--- src/rtl/uart_pkg.sv ---
// Shared definitions for the Hamming(7,4) UART receive byte controller.
//   - codeword / nibble widths
//   - Hamming position-to-bit index constants (position p lives in c[p-1])
//   - pairing FSM state type
//   - hamming74_decode: single-error-correcting decode returning
//     {syn_nonzero, nibble}
package uart_pkg;

  localparam int CW_W  = 7;
  localparam int NIB_W = 4;

  // Parity bits sit at positions 1, 2 and 4; data bits at 3, 5, 6 and 7.
  localparam int P1_IDX = 0;
  localparam int P2_IDX = 1;
  localparam int D0_IDX = 2;
  localparam int P4_IDX = 3;
  localparam int D1_IDX = 4;
  localparam int D2_IDX = 5;
  localparam int D3_IDX = 6;

  typedef enum logic {
    S_LO = 1'b0,  // waiting for the low-nibble codeword
    S_HI = 1'b1   // low nibble held, waiting for the high-nibble codeword
  } state_t;

  typedef struct packed {
    logic             syn_nonzero;
    logic [NIB_W-1:0] nibble;
  } decode_t;

  // Syndrome decode. A non-zero syndrome names the (1-based) position of the
  // bit to flip; double errors land on a wrong position and are miscorrected.
  function automatic decode_t hamming74_decode(input logic [CW_W-1:0] cw);
    logic [CW_W-1:0] c;
    logic [2:0]      syn;
    decode_t         res;
    c      = cw;
    syn[0] = c[P1_IDX] ^ c[D0_IDX] ^ c[D1_IDX] ^ c[D3_IDX];
    syn[1] = c[P2_IDX] ^ c[D0_IDX] ^ c[D2_IDX] ^ c[D3_IDX];
    syn[2] = c[P4_IDX] ^ c[D1_IDX] ^ c[D2_IDX] ^ c[D3_IDX];
    for (int i = 0; i < CW_W; i++) begin
      if (syn == 3'(i + 1)) c[i] = ~c[i];
    end
    res.syn_nonzero = (syn != 3'd0);
    res.nibble      = {c[D3_IDX], c[D2_IDX], c[D1_IDX], c[D0_IDX]};
    return res;
  endfunction

endpackage

--- src/rtl/uart_byte_fifo.sv ---
// Synchronous byte FIFO with exact occupancy count.
//   clk, rst_n  : clock, synchronous active-low reset
//   push        : write push_data (accepted when not full, or when full and
//                 a pop is taken in the same cycle)
//   push_data   : byte to write
//   pop         : remove head entry (ignored while empty)
//   pop_data    : head entry, reads 0 while empty
//   full, empty : occupancy flags
//   level       : number of stored entries, 0..DEPTH
module uart_byte_fifo #(
  parameter int DEPTH = 4
) (
  input  logic                       clk,
  input  logic                       rst_n,
  input  logic                       push,
  input  logic [7:0]                 push_data,
  input  logic                       pop,
  output logic [7:0]                 pop_data,
  output logic                       full,
  output logic                       empty,
  output logic [$clog2(DEPTH):0]     level
);

  localparam int PTR_W = $clog2(DEPTH);
  localparam int LVL_W = PTR_W + 1;

  logic [7:0]       mem [DEPTH];
  logic [PTR_W-1:0] wr_ptr;
  logic [PTR_W-1:0] rd_ptr;
  logic             do_push;
  logic             do_pop;

  assign empty = (level == '0);
  assign full  = (level == LVL_W'(DEPTH));

  // A pop frees the slot the simultaneous push needs when full.
  assign do_pop  = pop & ~empty;
  assign do_push = push & (~full | do_pop);

  // Masked so the output is a defined 0 whenever nothing is stored.
  assign pop_data = empty ? 8'd0 : mem[rd_ptr];

  // NOTE: storage has no reset; entries are only visible once written, and
  // leaving it out keeps the array mappable to plain RAM.
  always_ff @(posedge clk) begin
    if (do_push) mem[wr_ptr] <= push_data;
  end

  // Pointers wrap naturally because DEPTH is a power of two.
  always_ff @(posedge clk) begin
    if (!rst_n) begin
      wr_ptr <= '0;
      rd_ptr <= '0;
      level  <= '0;
    end else begin
      if (do_push) wr_ptr <= wr_ptr + PTR_W'(1);
      if (do_pop)  rd_ptr <= rd_ptr + PTR_W'(1);
      case ({do_push, do_pop})
        2'b10:   level <= level + LVL_W'(1);
        2'b01:   level <= level - LVL_W'(1);
        default: level <= level;
      endcase
    end
  end

endmodule

--- src/rtl/uart_rx_byte_ctrl.sv ---
// Sequencer for the Hamming(7,4) UART receiver.
//   clk, rst_n     : clock, synchronous active-low reset
//   en             : controller enable (freezes pairing and tick generation)
//   rx_ena         : registered oversample enable tick to the receiver
//   rx_data_in     : receiver codeword
//   rx_valid_in    : receiver valid; each rising edge is one codeword event
//   m_data/m_valid : FIFO head byte / FIFO non-empty
//   m_ready        : consumer accepts the head byte
//   fifo_level     : FIFO occupancy
//   corrected_cnt  : corrected codewords, saturating at 255
//   timeout_err    : sticky, high nibble did not arrive in time
//   overflow_err   : sticky, byte dropped on a full FIFO
//   clr_err        : clears the sticky flags and corrected_cnt
module uart_rx_byte_ctrl
  import uart_pkg::*;
#(
  parameter int CLK_DIV       = 4,
  parameter int FIFO_DEPTH    = 4,
  parameter int TIMEOUT_TICKS = 256
) (
  input  logic                          clk,
  input  logic                          rst_n,
  input  logic                          en,
  output logic                          rx_ena,
  input  logic [CW_W-1:0]               rx_data_in,
  input  logic                          rx_valid_in,
  output logic [7:0]                    m_data,
  output logic                          m_valid,
  input  logic                          m_ready,
  output logic [$clog2(FIFO_DEPTH):0]   fifo_level,
  output logic [7:0]                    corrected_cnt,
  output logic                          timeout_err,
  output logic                          overflow_err,
  input  logic                          clr_err
);

  localparam int DIV_W = (CLK_DIV > 1) ? $clog2(CLK_DIV) : 1;
  localparam int TO_W  = $clog2(TIMEOUT_TICKS + 1);

  logic [DIV_W-1:0] div_cnt;
  logic             prev_valid;
  logic             cw_event;
  decode_t          dec;

  state_t           state, state_nxt;
  logic [NIB_W-1:0] lo_nib, lo_nxt;
  logic [TO_W-1:0]  to_cnt, to_nxt;
  logic             to_fire;

  logic             fifo_push;
  logic [7:0]       fifo_push_data;
  logic             fifo_full;
  logic             fifo_empty;
  logic             fifo_drop;

  // ---------------------------------------------------------------- divider
  // NOTE: every clocked block uses non-blocking assignments so all registers
  // update together from pre-edge values.
  always_ff @(posedge clk) begin
    if (!rst_n || !en) begin
      div_cnt <= '0;
      rx_ena  <= 1'b0;
    end else if (div_cnt == DIV_W'(CLK_DIV - 1)) begin
      div_cnt <= '0;
      rx_ena  <= 1'b1;
    end else begin
      div_cnt <= div_cnt + DIV_W'(1);
      rx_ena  <= 1'b0;
    end
  end

  // ------------------------------------------------------- codeword capture
  always_ff @(posedge clk) begin
    if (!rst_n) prev_valid <= 1'b0;
    else        prev_valid <= rx_valid_in;
  end

  // Rising edge of valid; ignored entirely while disabled.
  assign cw_event = en & rx_valid_in & ~prev_valid;
  assign dec      = hamming74_decode(rx_data_in);

  // -------------------------------------------------------- nibble pairing
  always_ff @(posedge clk) begin
    if (!rst_n) begin
      state  <= S_LO;
      lo_nib <= '0;
      to_cnt <= '0;
    end else begin
      state  <= state_nxt;
      lo_nib <= lo_nxt;
      to_cnt <= to_nxt;
    end
  end

  // NOTE: every signal driven here gets a default first, so no path through
  // the block leaves one unassigned and no latch is inferred.
  always_comb begin
    state_nxt = state;
    lo_nxt    = lo_nib;
    to_nxt    = to_cnt;
    fifo_push = 1'b0;
    to_fire   = 1'b0;
    if (en) begin
      case (state)
        S_LO: begin
          if (cw_event) begin
            lo_nxt    = dec.nibble;
            to_nxt    = '0;
            state_nxt = S_HI;
          end
        end
        S_HI: begin
          // An event in the timeout cycle still completes the byte.
          if (cw_event) begin
            fifo_push = 1'b1;
            state_nxt = S_LO;
          end else if (rx_ena) begin
            if (to_cnt == TO_W'(TIMEOUT_TICKS - 1)) begin
              to_fire   = 1'b1;
              to_nxt    = '0;
              state_nxt = S_LO;
            end else begin
              to_nxt = to_cnt + TO_W'(1);
            end
          end
        end
        default: state_nxt = S_LO;
      endcase
    end
  end

  assign fifo_push_data = {dec.nibble, lo_nib};

  // ------------------------------------------------------------------ FIFO
  uart_byte_fifo #(
    .DEPTH (FIFO_DEPTH)
  ) u_fifo (
    .clk       (clk),
    .rst_n     (rst_n),
    .push      (fifo_push),
    .push_data (fifo_push_data),
    .pop       (m_ready),
    .pop_data  (m_data),
    .full      (fifo_full),
    .empty     (fifo_empty),
    .level     (fifo_level)
  );

  assign m_valid = ~fifo_empty;

  // Full implies non-empty, so m_ready alone decides whether a slot frees up.
  assign fifo_drop = fifo_push & fifo_full & ~m_ready;

  // ------------------------------------------------------ status / counters
  // A set or increment in the clearing cycle wins over clr_err.
  always_ff @(posedge clk) begin
    if (!rst_n) begin
      corrected_cnt <= 8'd0;
      timeout_err   <= 1'b0;
      overflow_err  <= 1'b0;
    end else begin
      if (cw_event && dec.syn_nonzero) begin
        if (clr_err)                    corrected_cnt <= 8'd1;
        else if (corrected_cnt != 8'hFF) corrected_cnt <= corrected_cnt + 8'd1;
      end else if (clr_err) begin
        corrected_cnt <= 8'd0;
      end

      if (to_fire)      timeout_err <= 1'b1;
      else if (clr_err) timeout_err <= 1'b0;

      if (fifo_drop)    overflow_err <= 1'b1;
      else if (clr_err) overflow_err <= 1'b0;
    end
  end

endmodule

--- config.mk ---
export PLATFORM = sky130hd
export DESIGN_NAME = uart_rx_byte_ctrl
export DESIGN_NICKNAME = d
export VERILOG_FILES = /design/src/rtl/uart_pkg.sv /design/src/rtl/uart_byte_fifo.sv /design/src/rtl/uart_rx_byte_ctrl.sv
export SDC_FILE = /design/constraint.sdc
export NUM_CORES = 1
export LEC_CHECK = 0
export BUFFER_PORTS_ARGS = -buffer_cell sky130_fd_sc_hd__buf_2
export CAP_MARGIN = 0
export CORE_MARGIN = 10
export CORE_UTILIZATION = 50
export DETAILED_ROUTE_END_ITERATION = 10
export GPL_TIMING_DRIVEN = 0
export PLACE_DENSITY_LB_ADDON = 0.08
export SYNTH_ARGS = -nofsm -noshare
export SYNTH_HDL_FRONTEND = slang
export SYNTH_SLANG_ARGS = --single-unit
--- constraint.sdc ---
create_clock -name clk -period 3.55 [get_ports clk]
set_clock_uncertainty 0.2 [all_clocks]
set_input_delay 0.71 -clock clk [delete_from_list [all_inputs] [get_ports clk]]
set_output_delay 0.71 -clock clk [all_outputs]
set_load 0.02 [all_outputs]
**After elaboration in Yosys (flattened, before gate mapping)**

Memories as Yosys holds them, arrays and structs flattened. A register that Yosys moved wholly into a read port is not among the register bits.
Cells that the tools add are included.

- Output and inout bits: 23
- Memories kept: 1
- Input port bits: 13
- Register bits: 35
- Memory bits (writable): 32
- Word-level logic and storage cells: 108

Memory list:

| memory | depth | bits a word | read ports | clocked after Yosys merged registers in | write ports | RTL line | source |
|---|---|---|---|---|---|---|---|
| u_fifo.mem | 4 | 8 | 1 | 1 | 1 | uart_byte_fifo.sv:27 | `logic [7:0] mem [DEPTH];` |

- Muxes and demuxes: 35
- Bitwise operators: 25
- Reduce and logical (&&, ||, !) cells: 15
- Add/sub/neg operators: 7
- Equal/unequal tests: 13

Operators with widths:

| operator | number |
|---|---|
| 2-to-1 mux 8 bit | 5 |
| 2-to-1 mux 9 bit | 4 |
| 2-to-1 mux 1 bit | 21 |
| case mux 9 bit (2 select lines) | 1 |
| equality test 3 bit (second input constant) | 4 |
| nonzero test 2 bit | 5 |
| adder 9 x 1 -> 9 bit (second input constant) | 1 |
| equality test 9 x 8 -> 1 bit (second input constant) | 1 |
| NOT 1 bit | 9 |
| XOR 1 bit | 9 |
| adder 8 x 1 -> 8 bit (second input constant) | 1 |
| != test 8 bit (second input constant) | 1 |
| adder 2 x 1 -> 2 bit (second input constant) | 3 |
| bitwise AND 1 bit | 6 |
| != test 2 bit (second input constant) | 3 |
| case mux 3 bit (2 select lines) | 1 |
| equality test 2 bit (second input constant) | 2 |
| 2-to-1 mux 2 bit | 2 |
| AND reduction 4 bit | 1 |
| adder 3 x 1 -> 3 bit (second input constant) | 1 |
| equality test 3 x 2 -> 1 bit (second input constant) | 1 |
| zero test 3 bit | 1 |
| AND reduction 3 bit | 1 |
| nonzero test 3 bit | 1 |
| 9 further kinds | 10 |

**Logic depth before layout (Yosys ltp)**

- Depth in word-level cells: 8
- Depth in mapped cells: 13

**By module**

A second synthesis with hierarchy kept.

- Cell total of the unflattened synthesis: 305
- Area total of the unflattened synthesis: 3358.2 sq um

Modules (own cells, without submodules):

| module | sequential area each (sq um) | area each (sq um) | cells an instance | times used |
|---|---|---|---|---|
| uart_byte_fifo | 1141.1 | 1707.9 | 105 | 1 |
| uart_rx_byte_ctrl | 560.5 | 1650.3 | 200 | 1 |

**Worst setup path after synthesis**

No wires, ideal clock.

- Kind: input -> register
- Start: input m_ready
- End: register u_fifo.level[2]
- Required time: 3.274 ns
- Stages: 10
- Data arrival time: 2.829 ns
- Path slack: 0.445 ns
- Cell sequence: or4b_2 > nor2b_1 > clkbuf_1 > inv_1 > ha_1 > inv_1 > fa_1 > xor2_1 > or3_1 > a21boi_0

- Cells in the longest elaborated chain, start to end: 5

Ends and longest elaborated chain:

| element | RTL line | source |
|---|---|---|
| start, declared | uart_rx_byte_ctrl.sv:29 | `input logic m_ready,` |
| bitwise AND 1 bit * | uart_byte_fifo.sv:37 | `assign do_pop = pop & ~empty;` |
| OR 1 bit | uart_byte_fifo.sv:38 | `assign do_push = push & (~full \| do_pop);` |
| bitwise AND 1 bit | uart_byte_fifo.sv:38 |  |
| equality test 2 x 1 -> 1 bit / equality test 2 bit (equally long branches) | uart_byte_fifo.sv:58 | `case ({do_push, do_pop})` |
| case mux 3 bit (2 select lines) / nonzero test 2 bit (equally long branches) | n/a |  |
| end signal, assigned | uart_byte_fifo.sv:59 | `2'b10: level <= level + LVL_W'(1);` |
| end signal, assigned | uart_byte_fifo.sv:60 | `2'b01: level <= level - LVL_W'(1);` |
| end signal, assigned | uart_byte_fifo.sv:61 | `default: level <= level;` |
| end, declared | uart_byte_fifo.sv:21 | `output logic [$clog2(DEPTH):0] level` |

Mark *: on every way between the ends. The rest lies on a longest branch, timed or not.
A chain may end at the register's enable or synchronous reset.

**Worst setup path after layout**

Same ends and word-level chain as after synthesis.

==> out/results.ini <==
[outcome]
run_status = finished, final reports clean

[sta]
slew_violations = 0
grt_setup_unrepaired = false
setup_total_negative_slack_ps = 0
max_clock_freq_ghz = 0.333
final-setup-viol-count = 0
timing.final.crit_share_pct = 84.7
slew_headroom_pct = 48.0
layout_min_cycle_time_ps = 3010
max_slew.worst_pin.slew_ps = 774
finalHoldViolCount = 0

[cts]
post-cts-setup-buffers = 0
insertion_delay_ps = 330
clock_path_buffers = 2
clock_tree.root_cell = sky130_fd_sc_hd__clkbuf_8
cts-resized-gates = 0
clkSinkCount = 69
cts_hold_repair.buffers = 0
cts_htree_levels = 3
cts.clk_slew.worst_paths_ps = 70
tritoncts = done
numCtsBuffers = 9

[pwr]
switchingPower_w = 0.000380
p_comb_share_pct = 10.2
share_of_total_power_in_sequential_cells_pct = 52.3
power-per-cell-area_nw_per_um2 = 422
p_clk_share_pct = 37.5
max-vdd-ir-drop_mv = 0.210
power_leakage_nw = 1.41
switching_share_pct = 23.3
design_power_total_w = 0.00163
power_report.internal_total_w = 0.00125

[synthesis]
synthArstFlopShare_pct = 0
mappedNetlistNets = 335
yosys_most_used_dff = sky130_fd_sc_hd__dfxtp_1
synth_commonest_cells = sky130_fd_sc_hd__dfxtp_1 (37), sky130_fd_sc_hd__edfxtp_1 (32), sky130_fd_sc_hd__nand2_1 (28)
netlist_instances = 312
yosys-top-cells-area = sky130_fd_sc_hd__edfxtp_1 (28%), sky130_fd_sc_hd__dfxtp_1 (22%), sky130_fd_sc_hd__mux4_2 (5.3%)
synth-seq-cells = 69
yosysSeqAreaShare_pct = 49.6
synth_top_cell_by_area = sky130_fd_sc_hd__edfxtp_1
yosysUniqueCellTypes = 54
synth_largest_type_area_fraction_pct = 28.0
synth.most_common_cell = sky130_fd_sc_hd__dfxtp_1
avgSynthCellArea_um2 = 11.0
synth_edf_count = 32
synth.yosys.warnings = 0
syn_area_um2 = 3430

[detailed_routing]
remaining_drc_errors = 0
post_drt_wl_per_cell_um = 14.8
first_pass_iters = 4
drtIter0Drc = 88
ant_nets = 0
vias_per_cell = 5.53
postRouteWirelength_mm = 6.52
dr_total_vias = 2428

[finish]
num_antenna_cells = 0
postLayoutCellArea_um2 = 3870
utilization_pct = 57.6
layout.area.seq_um2 = 1700
fillCellCount = 576
flow.area_growth_from_synthesis_pct = 12.9
total_area_of_multi_input_combinational_cells_um2 = 1550
layout-drive-gt1-share_pct = 18.4
finish.net_count = 377

[global_routing]
number_of_antenna_violations_at_the_first_check_in_global_routing = 0
gr-usage-all-layers_pct = 13.1
grt_first_pass_wirelength_mm = 11.0
via_count_of_the_first_global_routing_pass = 2422
grt_max_degree = 12
globalRouteOverflowTotal = 0

[floorplanning]
initial_core_util_pct = 51.1
fp.dieArea_um2 = 10600
rows = 30
core_area_um2 = 6720
die_width_um = 103
top_level_ports = 36
die_h_um = 103

[worst_setup_path]
worstPathRequired_ps = 3620
crit_fanout = 7
cp.arrival_ps = 3070
crit_type = in -> reg
critPathLaunchType = input port
critPathCaptureType = flip-flop

[flow_run]
drv.max_cap_violation_count = 0

[placement]
detailedPlacementHpwl_mm = 4.77
weighted_congestion_reported_at_the_end_of_routability_driven_placement = 0.838
placed_cell_area_um2 = 3690
io_buffer_count = 31

[min_path]
hp-class = reg -> reg

power groups by stage:
stage	registers, W	logic [W]	clock network (W)
floorplan	0.000872	0.000123	0
global placement	0.000871	0.000165	0
detailed placement	0.000872	0.000167	0
CTS	0.000854	0.000167	0.000629
global route	0.000855	0.000185	0.000654
finish	0.000854	0.000167	0.000612
final timing paths:
path                        start  cells after the start              end  slack [ps]
setup / recovery          m_ready                     11  u_fifo.level[2]         540
hold reg to reg        div_cnt[0]                      1       div_cnt[0]         230
hold / removal         div_cnt[0]                      1       div_cnt[0]         230
setup reg to reg  u_fifo.level[0]                     10  u_fifo.level[2]         610
metrics by stage:
| step | worst slack (ps) | hold WS [ps] | std cells |
|---|---|---|---|
| after floorplan | 445 | 205 | 312 |
| after global placement | 202 | 215 | 423 |
| after detailed placement | 189 | 227 | 423 |
| after CTS | 504 | 237 | 439 |
| after global routing | 277 | 255 | 439 |
| final | 544 | 228 | 439 |
kinds of logic after synthesis:
logic type / Yosys count / synth area share [%]
mux: 9 / 5.54
compound gates: 68 / 13.6
flops: 69 / 49.6
simple gates: 105 / 15.9
fa+ha+maj: 10 / 3.87
buf+inv: 30 / 5.14
xor+xnor: 21 / 6.35
sequential cells by signal, summed over array words and instances, names as in the netlist, named ones only:
name           flops
prev_valid         1
state              1
to_cnt             9
u_fifo.level       3
timeout_err        1
corrected_cnt      8
rx_ena             1
div_cnt            2
overflow_err       1
u_fifo.mem        32
u_fifo.wr_ptr      2
lo_nib             4
u_fifo.rd_ptr      2
routing by layer:
| layer | track usage [%] | vias to the layer above | part of all wire, % |
|---|---|---|---|
| met5 | 0 | - | 0 |
| met4 | 5.45 | 0 | 1.5 |
| met3 | 3.22 | 10 | 3.8 |
| met2 | 22.3 | 41 | 49 |
| met1 | 15.5 | 1154 | 46 |
| li1 | - | 1223 | - |
cell usage in the layout (no fill, tap or decap), types with 4 or more instances in the layout:
master	netlist	layout
sky130_fd_sc_hd__o31ai_1	4	4
sky130_fd_sc_hd__clkbuf_1	7	11
sky130_fd_sc_hd__a31oi_1	6	6
sky130_fd_sc_hd__ha_1	9	9
sky130_fd_sc_hd__xor2_1	7	7
sky130_fd_sc_hd__nor2b_1	8	8
sky130_fd_sc_hd__and2_1	19	19
sky130_fd_sc_hd__clkbuf_8	4	14
sky130_fd_sc_hd__xnor2_1	11	11
sky130_fd_sc_hd__buf_2	0	31
sky130_fd_sc_hd__nand3_1	9	9
sky130_fd_sc_hd__or3_1	5	5
sky130_fd_sc_hd__nor2_1	17	17
sky130_fd_sc_hd__a21oi_1	15	15
sky130_fd_sc_hd__dfxtp_1	37	37
sky130_fd_sc_hd__o21ai_0	13	13
sky130_fd_sc_hd__inv_1	15	15
sky130_fd_sc_hd__nand2_1	28	28
sky130_fd_sc_hd__nor3_1	4	4
sky130_fd_sc_hd__edfxtp_1	32	32
sky130_fd_sc_hd__mux4_2	8	8
layout make-up:
cell class,instances,share of cell area [%]
multi-input cells,213,40.1
repair buffers,31,4.01
clock buffers,14,3.94
flip-flops and latches,69,43.9
clock inverters,2,0.872
well taps,80,2.58
inverters,15,1.45
plain buffers,15,3.10
critical path, stage by stage:
cell                       delay [ps]
sky130_fd_sc_hd__buf_2            100
sky130_fd_sc_hd__or4b_2           630
sky130_fd_sc_hd__nor2b_1          160
sky130_fd_sc_hd__clkbuf_1         170
sky130_fd_sc_hd__inv_1             80
sky130_fd_sc_hd__ha_1             170
sky130_fd_sc_hd__inv_1             60
sky130_fd_sc_hd__fa_1             370
sky130_fd_sc_hd__xor2_1           160
sky130_fd_sc_hd__or3_1            300
sky130_fd_sc_hd__a21boi_0         160
Note: power is estimated with default switching activity, not from simulation.
